<file path="config.mk">
export PLATFORM = sky130hd
export DESIGN_NAME = spi_mnrch_gen
export DESIGN_NICKNAME = d
export VERILOG_FILES = /design/src/rtl/spi_pkg.sv /design/src/rtl/spi_sclk_gen.sv /design/src/rtl/spi_mnrch_gen.sv
export SDC_FILE = /design/constraint.sdc
export NUM_CORES = 1
export LEC_CHECK = 0
export ABC_AREA = 1
export ABC_CLOCK_PERIOD_IN_PS = 1360
export BUFFER_PORTS_ARGS = -buffer_cell sky130_fd_sc_hd__buf_2
export CELL_PAD_IN_SITES_DETAIL_PLACEMENT = 0
export CELL_PAD_IN_SITES_GLOBAL_PLACEMENT = 2
export CORE_ASPECT_RATIO = 1.25
export CORE_MARGIN = 10
export CORE_UTILIZATION = 25
export DETAILED_ROUTE_END_ITERATION = 7
export GPL_TIMING_DRIVEN = 0
export PLACE_DENSITY = 0.84
export SYNTH_ARGS = -nofsm -noshare
export SYNTH_HDL_FRONTEND = slang
export SYNTH_SLANG_ARGS = --single-unit
</file>
<file path="constraint.sdc">
create_clock -name clk -period 1.36 [get_ports clk]
set_input_delay 0.136 -clock clk [delete_from_list [all_inputs] [get_ports clk]]
set_output_delay 0.136 -clock clk [all_outputs]
set_load 0.005 [all_outputs]
</file>
<file path="src/rtl/spi_pkg.sv">
// Shared definitions for the parametrised SPI monarch.
// Contents: transfer FSM state encoding used by spi_mnrch_gen.
package spi_pkg;

    typedef enum logic [1:0] {
        IDLE  = 2'd0,
        NEXT  = 2'd1,
        FINAL = 2'd2
    } spi_state_t;

endpackage

</file>
<file path="src/rtl/spi_sclk_gen.sv">
// SCLK divider for the SPI monarch.
// Ports:
//   clk, rst : system clock, synchronous active-high reset
//   ld       : hold/reload divider at 3P/4-1 (SCLK high, mid-way through its high phase)
//   SCLK     : divider MSB, period P = 2^DIV_W clk
//   shft     : shift strobe for the datapath
//   full     : divider at P-1 (end of an SCLK period)
module spi_sclk_gen #(
    parameter int DIV_W = 5
) (
    input  logic clk,
    input  logic rst,
    input  logic ld,
    output logic SCLK,
    output logic shft,
    output logic full
);

    localparam logic [DIV_W-1:0] LD_VAL   = DIV_W'((3 << (DIV_W - 2)) - 1);
    localparam logic [DIV_W-1:0] HALF_VAL = DIV_W'(1 << (DIV_W - 1));
    localparam logic [DIV_W-1:0] ONE      = DIV_W'(1);

    logic [DIV_W-1:0] div_q;

    always_ff @(posedge clk) begin
        if (rst || ld) begin
            div_q <= LD_VAL;
        end else begin
            div_q <= div_q + ONE;
        end
    end

    assign SCLK = div_q[DIV_W-1];
    // Decoded at P/2 so the shift register updates on the same edge the
    // divider steps to P/2+1, one clk after the SCLK rising edge.
    assign shft = (div_q == HALF_VAL);
    assign full = &div_q;

endmodule

</file>
<file path="src/rtl/spi_mnrch_gen.sv">
// Parametrised SPI monarch: one full-duplex DATA_W-bit transfer per snd pulse
// to the slave selected by ss_sel. SPI mode 3 (SCLK idles high, data sampled
// by both sides around the SCLK rising edge).
// Ports:
//   clk, rst : system clock, synchronous active-high reset
//   snd      : start request, honoured only when idle
//   cmd      : word to transmit, captured on accept
//   ss_sel   : slave index, captured on accept (out-of-range selects none)
//   MISO     : serial data from slave
//   SCLK     : serial clock
//   MOSI     : serial data to slave
//   SS_n     : active-low slave selects, at most one low
//   busy     : transfer in progress
//   done     : level, set at transfer end, cleared on next accept
//   resp     : shift register; received word once done is high
module spi_mnrch_gen
    import spi_pkg::*;
#(
    parameter int DATA_W    = 16,
    parameter int DIV_W     = 5,
    parameter int NUM_SS    = 1,
    parameter int MSB_FIRST = 1
) (
    input  logic                                              clk,
    input  logic                                              rst,
    input  logic                                              snd,
    input  logic [DATA_W-1:0]                                 cmd,
    input  logic [((NUM_SS > 1) ? $clog2(NUM_SS) : 1)-1:0]    ss_sel,
    input  logic                                              MISO,
    output logic                                              SCLK,
    output logic                                              MOSI,
    output logic [NUM_SS-1:0]                                 SS_n,
    output logic                                              busy,
    output logic                                              done,
    output logic [DATA_W-1:0]                                 resp
);

    localparam int CNT_W = $clog2(DATA_W + 1);
    localparam logic [CNT_W-1:0] CNT_ONE  = CNT_W'(1);
    localparam logic [CNT_W-1:0] CNT_LAST = CNT_W'(DATA_W);

    spi_state_t          state_q, state_d;
    logic [CNT_W-1:0]    bit_cnt_q;
    logic [DATA_W-1:0]   shreg_q, shreg_shift;
    logic [NUM_SS-1:0]   ss_n_q, ss_dec;
    logic                done_q;

    logic init, set_done, shift_en, ld, shft, full;

    spi_sclk_gen #(
        .DIV_W(DIV_W)
    ) u_sclk_gen (
        .clk  (clk),
        .rst  (rst),
        .ld   (ld),
        .SCLK (SCLK),
        .shft (shft),
        .full (full)
    );

    assign init     = (state_q == IDLE) && snd;
    assign set_done = (state_q == FINAL) && full;
    assign shift_en = (state_q == NEXT) && shft;
    assign ld       = (state_q == IDLE) || set_done;

    always_comb begin
        state_d = state_q;
        unique case (state_q)
            IDLE:    if (snd) state_d = NEXT;
            NEXT:    if (bit_cnt_q == CNT_LAST) state_d = FINAL;
            FINAL:   if (full) state_d = IDLE;
            default: state_d = IDLE;
        endcase
    end

    // Out-of-range indices match no line, so every select stays high.
    always_comb begin
        ss_dec = '1;
        for (int i = 0; i < NUM_SS; i++) begin
            ss_dec[i] = (32'(ss_sel) != i);
        end
    end

    // Shift toward the outgoing end; MISO enters at the far end so that with
    // LSB-first the first received bit lands in bit 0.
    generate
        if (MSB_FIRST != 0) begin : g_msb
            assign shreg_shift = {shreg_q[DATA_W-2:0], MISO};
            assign MOSI        = shreg_q[DATA_W-1];
        end else begin : g_lsb
            assign shreg_shift = {MISO, shreg_q[DATA_W-1:1]};
            assign MOSI        = shreg_q[0];
        end
    endgenerate

    always_ff @(posedge clk) begin
        if (rst) begin
            state_q <= IDLE;
        end else begin
            state_q <= state_d;
        end
    end

    always_ff @(posedge clk) begin
        if (rst) begin
            bit_cnt_q <= '0;
            shreg_q   <= '0;
        end else if (init) begin
            bit_cnt_q <= '0;
            shreg_q   <= cmd;
        end else if (shift_en) begin
            bit_cnt_q <= bit_cnt_q + CNT_ONE;
            shreg_q   <= shreg_shift;
        end
    end

    always_ff @(posedge clk) begin
        if (rst) begin
            ss_n_q <= '1;
            done_q <= 1'b0;
        end else if (init) begin
            ss_n_q <= ss_dec;
            done_q <= 1'b0;
        end else if (set_done) begin
            ss_n_q <= '1;
            done_q <= 1'b1;
        end
    end

    assign SS_n = ss_n_q;
    assign done = done_q;
    assign busy = (state_q != IDLE);
    assign resp = shreg_q;

endmodule

</file>
### Word level (Yosys, flattened, before mapping)

Cells that the tools add are included.

| storage, ports and cells | value |
|---|---|
| bits in registers | 30 |
| bits of input ports | 21 |
| output and inout bits | 21 |

| cells by class | value |
|---|---|
| add/subtract/negate cells | 2 |
| reductions and logical operators | 12 |
| equal/unequal tests | 7 |
| multiplexer cells | 8 |

Operator list:

| kind | number |
|---|---|
| $mux W16 | 2 |
| $add A5 B1 Y5 const B | 2 |
| $eq A5 B5 Y1 const B | 2 |
| $mux W2 | 3 |
| $pmux W2 S3 | 1 |
| $reduce_bool A2 Y1 | 3 |
| $reduce_and A5 Y1 | 1 |
| $ne A2 B2 Y1 const B | 2 |
| $logic_and A1 B1 Y1 | 3 |
| $reduce_and A3 Y1 | 1 |
| $eq A2 B1 Y1 const B | 1 |
| $eq A2 B2 Y1 const B | 1 |
| $logic_not A2 Y1 | 1 |
| $logic_or A1 B1 Y1 | 2 |
| $mux W1 | 2 |
| $ne A2 B1 Y1 const B | 1 |
| $reduce_or A2 Y1 | 1 |

### Longest topological paths before layout

Gate-level depths: netlist (run 1).

| depth | value |
|---|---|
| depth in word-level cells | 4 |
| mapped depth | 9 |

### Modules after synthesis

Synthesis (run 1) repeated with hierarchy kept, for this count alone.

| second synthesis, totals | value |
|---|---|
| cells, all modules | 219 |
| area, all modules | 1,616.6 um^2 |

Modules (own cells, without submodules):

| module | instances | seq. area each (um^2) | area each (um^2) | cells each |
|---|---|---|---|---|
| spi_mnrch_gen | 1 | 500.5 | 1,370.1 | 189 |
| spi_sclk_gen | 1 | 100.1 | 246.5 | 30 |

### Least setup slack after synthesis (run 1)

OpenSTA, ideal clock, no wires.

| path | value |
|---|---|
| path type | register -> register |
| start | register u_sclk_gen.div_q[0] |
| end | register u_sclk_gen.div_q[1] |
| period minus slack after synthesis | 1.320 ns |
| path slack | 0.040 ns |
| buffers on the path | 0 |
| data arrival time | 1.200 ns |
| cell stages (with the launch flop) | 8 |
| path through | dfxtp_1 -> ha_1 -> nand2_1 -> nor2_1 -> ha_1 -> nand3_1 -> nand3_1 -> or2_1 |

| between the ends | value |
|---|---|
| word-level cells in the longest chain between the ends | 4 |

RTL lines:

| item | line | RTL |
|---|---|---|
| start: declaration | spi_sclk_gen.sv:23 | `logic [DIV_W-1:0] div_q;` |
| start signal: assignment | spi_sclk_gen.sv:29 | `div_q <= div_q + ONE;` |
| parallel branches: the longest is 4 deep, another holds $add A5 B1 Y5 | n/a |  |

Parallel ways; which one is timed is not known.
A chain may end at the register's enable or synchronous reset.

### Worst setup path after layout (run 1)

| path | value |
|---|---|
| start | register u_sclk_gen.div_q[0] |
| end | register u_sclk_gen.div_q[3] |

Same word-level chain as after synthesis.

==> results of run 1 <==
## sequential cells by signal, summed over array words and instances (netlist names)
register / flops
resp: 16
bit_cnt_q: 5
u_sclk_gen.div_q: 5
state_q: 2
SS_n: 1
done: 1
## layout by cell type (no fill, tap or decap), drive strengths merged
cell    instances
a21oi          19
a31oi           1
buf            54
clkbuf         10
dfxtp          30
ha              5
inv            22
nand2          74
nand3          37
nand3b          4
nand4           2
nor2           13
nor3            1
o21a            1
o21ai           3
or2             2
xor2            1
## cell families after synthesis
group	Yosys count	share of synthesized area
adders and majority gates	5	0.0384
and+or+nand+nor	133	0.377
buffers and inverters	35	0.116
xor gates and xnor gates	1	0.00538
AOI/OAI and AO/OA	24	0.0945
DFF	30	0.369
## final timing paths
check,from,to
min reg2reg,u_sclk_gen.div_q[0]$_SDFF_PP1_,u_sclk_gen.div_q[0]$_SDFF_PP1_
max reg2reg,u_sclk_gen.div_q[0]$_SDFF_PP1_,u_sclk_gen.div_q[3]$_SDFF_PP0_
max,u_sclk_gen.div_q[0]$_SDFF_PP1_,u_sclk_gen.div_q[3]$_SDFF_PP0_
min,ss_sel,SS_n$_SDFFE_PP1P_
## worst max-delay path, cell delays in order, from the launching register on
cell,delay [ns]
dfxtp_4,0.38
ha_4,0.14
nand2_2,0.05
nor2_2,0.15
ha_4,0.17
nand3_4,0.07
nand3_4,0.08
buf_4,0.11
nor2_1,0.03
## metal layers
metal,vias up,global-route usage
met1,712,0.102
met4,0,0.0331
met2,27,0.157
met3,6,0.0365
met5,-,0
li1,829,-
## metrics by stage
| stage | setup slack, ns | TNS [ns] | utilization |
|---|---|---|---|
| floorplan | 0.0396 | 0 | - |
| global placement | -0.136 | -0.651 | 0.309 |
| detailed placement | -0.152 | -0.670 | 0.309 |
| CTS | 0.00364 | 0 | 0.330 |
| global route | -0.0215 | -0.0384 | 0.354 |
| finish | 0.0696 | 0 | 0.354 |
## area by class of cell
class / count / area share
Inverter: 22 / 0.0385
Timing Repair Buffer: 44 / 0.119
Clock buffer: 7 / 0.0346
Multi-Input combinational cell: 163 / 0.428
Sequential cell: 30 / 0.276
Buffer: 13 / 0.0550
Tap cell: 85 / 0.0482
## what timing repair did
item                                    in CTS  in global routing
hold buffers                                 0                  0
pin swaps                                    2                  7
endpoints found under the setup margin      22                 28
setup buffers                                2                  2
cloned                                       0                  1
gates resized for setup                     11                 25
## report_power, final
group          switching [mW]  internal, mW
logic                   0.226         0.196
registers              0.0363         0.920
clock network           0.327         0.352
==> metrics.yaml, run 1 <==
fin_area_um2: 2210
multi_input_area_um2: 946
grt_overflow_total: 0
ys_top_cells_by_count: "72 x nand2_1, 33 x nand3_1, 30 x dfxtp_1"
grt_pass1_wl_um: 7550
clock_skew_ns: 0.00363
initial_core_util: 0.261
synthesis.area_um2: 1630
worst-setup-path-type: "reg2reg"
cp-end-kind: "flip-flop"
n_antenna_cell: 0
fin_crit_ns: 1.29
synth_most_common_cell: "nand2_1"
wl_met1_um: 2040
drv_cap: 0
synthCells: 228
n_fill_cell: 690
wirelength_um: 4660
async_flop_share: 0
slew_headroom: 0.582
rrSetupSlack_ns: 0.07
final-hold-violation-count: 0
status: "finished clean"
dieArea_um2: 10200
hold_path.class: "in2reg"
final-seq-area_um2: 611
met2_length_um: 2310
cts_max_level: 2
final_cells: 364
grt_max_degree: 11
clock-sinks: 30
grtUsageTotal: 0.0920
whs_ns: 0.128
synth_ff_type: "dfxtp_1"
cts_buffers: 5
slew_viol_final: 0
cts.clk_slew.worst_paths_ns: 0.06
wl_per_cell_um: 12.8
dr.pass1.iters: 4
dp.cells: 352
num_vias: 1574
dp_hpwl_um: 3410
drc: 0
place_congestion: 0.735
setup_viol: 0
die_y_um: 110
worst_slew_pin_slew_ns: 0.627
top_layer: "met4"
area_delta_synth_final_pct: 35.6
synth_top_cell_area_share: 0.369
antenna_found_initial: 0
p_total_mw: 2.06
fp.dieW_um: 92.2
drive_gt1_frac: 0.355
yosysTopAreaCell: "dfxtp_1"
cts_tree: "yes"
nets: 305
wl_met3_um: 245
synth_seq_cells: 30
crit_fanout: 4
whs_path_depth: 3
grt_pass1_vias: 1584
cp_data_arrival_time_ns: 1.46
synth_edf_count: 0
p_leak_nw: 1.01
cp.required_ns: 1.53
clockRootBuffer: "clkbuf_8"
syn-mean-instance-area_um2: 7.15
syn_nets: 254
core-area_um2: 6250
max_freq_mhz: 775
yosys-top-cells-area: "dfxtp_1 37%, nand2_1 17%, nand3_1 10%, inv_1 4.6%, a21oi_2 4.3%"
power_density_nw_per_um2: 931
synth.distinct_cells: 29
num_io_pins: 42
start_kind: "flip-flop"
ir_drop_mv: 0.417
drt-initial-drc-count: 32
clk_path_buf_depth: 2
postRouteAntennaNets: 0
via_per_inst: 4.32
worst-r2r-cell-count: 8
yosys_warnings: 0
placed_area_um2: 1930
io_buffers: 39
seq_area_frac_synth: 0.369
std_cell_rows: 32
clk_latency_ns: 0.28
min_period_over_period: 0.949
Power figures use the tool's default switching activity.
==> run 2: changes to the inputs <==
BUFFER_PORTS_ARGS = -buffer_cell sky130_fd_sc_hd__buf_4   (was -buffer_cell sky130_fd_sc_hd__buf_2)
==> run 2 against run 1 <==
Combinational power rose by 11%. Via count rose by 0.25%. Clock skew rose by 0.0023 ns. Utilization rose by 1.8 points. Critical path depth fell by 1. Highest routed layer unchanged.
==> metrics.yaml, run 2 (synthesis results as in run 1) <==
status: "finished clean"
rsz0062_at_grt: "yes"
final_cell_mix: "70 x nand2_1, 47 x buf_4, 31 x nand3_1"
critPathLaunch: "u_sclk_gen.div_q[1]$_SDFF_PP1_"
cp_data_arrival_time_ns: 1.48
top_usage_layer: "met2"
min_period_over_period: 0.969
grt_pass1_vias: 1601
via_per_inst: 4.30
final_common_cell: "nand2_1"
use_met1: 0.109
placed_area_um2: 2030
die_y_um: 110
n_antenna_cell: 0
grt_use_met3: 0.0318
num_vias: 1578
wl_per_cell_um: 12.9
clock-sinks: 30
slowest_delay_ns: 0.36
postRouteAntennaNets: 0
worst-setup-path-type: "reg2reg"
grt_use_met2: 0.161
fp.dieW_um: 92.2
cp.depth: 7
dp_hpwl_um: 3430
clockRootBuffer: "clkbuf_8"
std_cell_rows: 32
drt-initial-drc-count: 54
wirelength_um: 4730
slew_headroom: 0.555
cp_slowest_cell: "dfxtp_4"
reg2reg_to: "u_sclk_gen.div_q[1]$_SDFF_PP1_"
fin_crit_ns: 1.32
worst_slew_pin_slew_ns: 0.668
area_delta_synth_final_pct: 42.3
cp.required_ns: 1.52
power_density_nw_per_um2: 903
drc: 0
cts_buffers: 5
crit_path_end: "u_sclk_gen.div_q[1]$_SDFF_PP1_"
antenna_found_initial: 0
clk_path_buf_depth: 2
rr_startpoint: "u_sclk_gen.div_q[1]$_SDFF_PP1_"
fin_area_um2: 2320
path_delay_family: "simple AND/OR/NAND/NOR gates"
io_buffers: 39
n_fill_cell: 697
final-hold-violation-count: 0
p_leak_nw: 1.04
clock_skew_ns: 0.00590
drv_cap: 0
drive_gt1_frac: 0.358
place_congestion: 0.736
rrSetupSlack_ns: 0.04
postCtsHoldBufs: 0
nets: 308
num_io_pins: 42
crit_fanout: 4
cts_tree: "yes"
hold_path.class: "in2reg"
initial_core_util: 0.261
start_kind: "flip-flop"
dr.pass1.iters: 4
cts_max_level: 2
slew_viol_final: 0
cts.clk_slew.worst_paths_ns: 0.06
ir_drop_mv: 0.450
cp-end-kind: "flip-flop"
dieArea_um2: 10200
grt_pass1_wl_um: 7720
fin_util: 0.371
clk_latency_ns: 0.28
setup_viol: 0
crit_buf_inv: 0
max_freq_mhz: 759
grtUsageTotal: 0.0946
worst-r2r-cell-count: 7
grt_overflow_total: 0
grt_max_degree: 11
path_cells: "ha_4 -> nand2_2 -> nor2_2 -> ha_4 -> nand3_4 -> nand3_4 -> or2_1"
core-area_um2: 6250
largest_register_ffs: 16
-- run 2: cell types whose count changed in the layout (fill, tap and decap cells not counted), moves of 2 or more --
| cell | delta |
|---|---|
| buf_2 | -38 |
| buf_4 | +42 |
| inv_2 | +2 |
| nand2_1 | +2 |
| nand2_2 | -2 |
-- run 2: layout make-up --
| type | instances | area, um^2 | share of cell area |
|---|---|---|---|
| tap | 85 | 106 | 0.0459 |
| inverter | 22 | 82.6 | 0.0356 |
| buffer | 13 | 119 | 0.0513 |
| multi-input combinational | 163 | 941 | 0.406 |
| timing repair buffer | 47 | 383 | 0.165 |
| clock buffer | 7 | 76.3 | 0.0329 |
| sequential | 30 | 611 | 0.263 |
-- run 2: stage by stage --
stage               setup slack, ns  setup TNS (ns)  hold slack (ns)  total power, mW  instances
detailed placement           -0.130          -0.694            0.412             1.37        352
finish                       0.0425               0            0.118             2.09        367
global route               -0.00874         -0.0253            0.135             2.22        367
global placement             -0.137          -0.655            0.397             1.37        352
floorplan                    0.0396               0            0.294             1.21        228
CTS                         0.00253               0            0.119             2.08        364
-- run 2: what timing repair did --
action | in CTS | in global routing
endpoints found under the setup margin | 22 | 27
gates resized for setup | 7 | 28
gates cloned | 0 | 1
setup buffers | 5 | 2
pin swaps | 1 | 3
-- run 2: metal layers --
layer | vias up | part of all wire
met2 | 32 | 0.49
met3 | 5 | 0.048
met4 | 0 | 0.012
li1 | 834 | -
met1 | 707 | 0.45
met5 | - | 0
-- run 2: tightest hold or removal path, stage by stage --
cell and delay [ns]:
buf_4 0.08, nand3_1 0.07, nand3_1 0.07
-- run 2: power by group --
group	switching (mW)	internal [mW]	leakage, nW
registers	0.0362	0.920	0.245
logic	0.228	0.240	0.758
clock network	0.319	0.352	0.0383
-- run 2: worst min-delay path by stage --
stage | start | to | slack, ns | cells after the start
floorplan | ss_sel | SS_n$_SDFFE_PP1P_ | 0.29 | 2
detailed placement | ss_sel | SS_n$_SDFFE_PP1P_ | 0.41 | 3
CTS | ss_sel | SS_n$_SDFFE_PP1P_ | 0.12 | 3
finish | ss_sel | SS_n$_SDFFE_PP1P_ | 0.12 | 3
global route | ss_sel | SS_n$_SDFFE_PP1P_ | 0.13 | 3
global placement | ss_sel | SS_n$_SDFFE_PP1P_ | 0.40 | 3
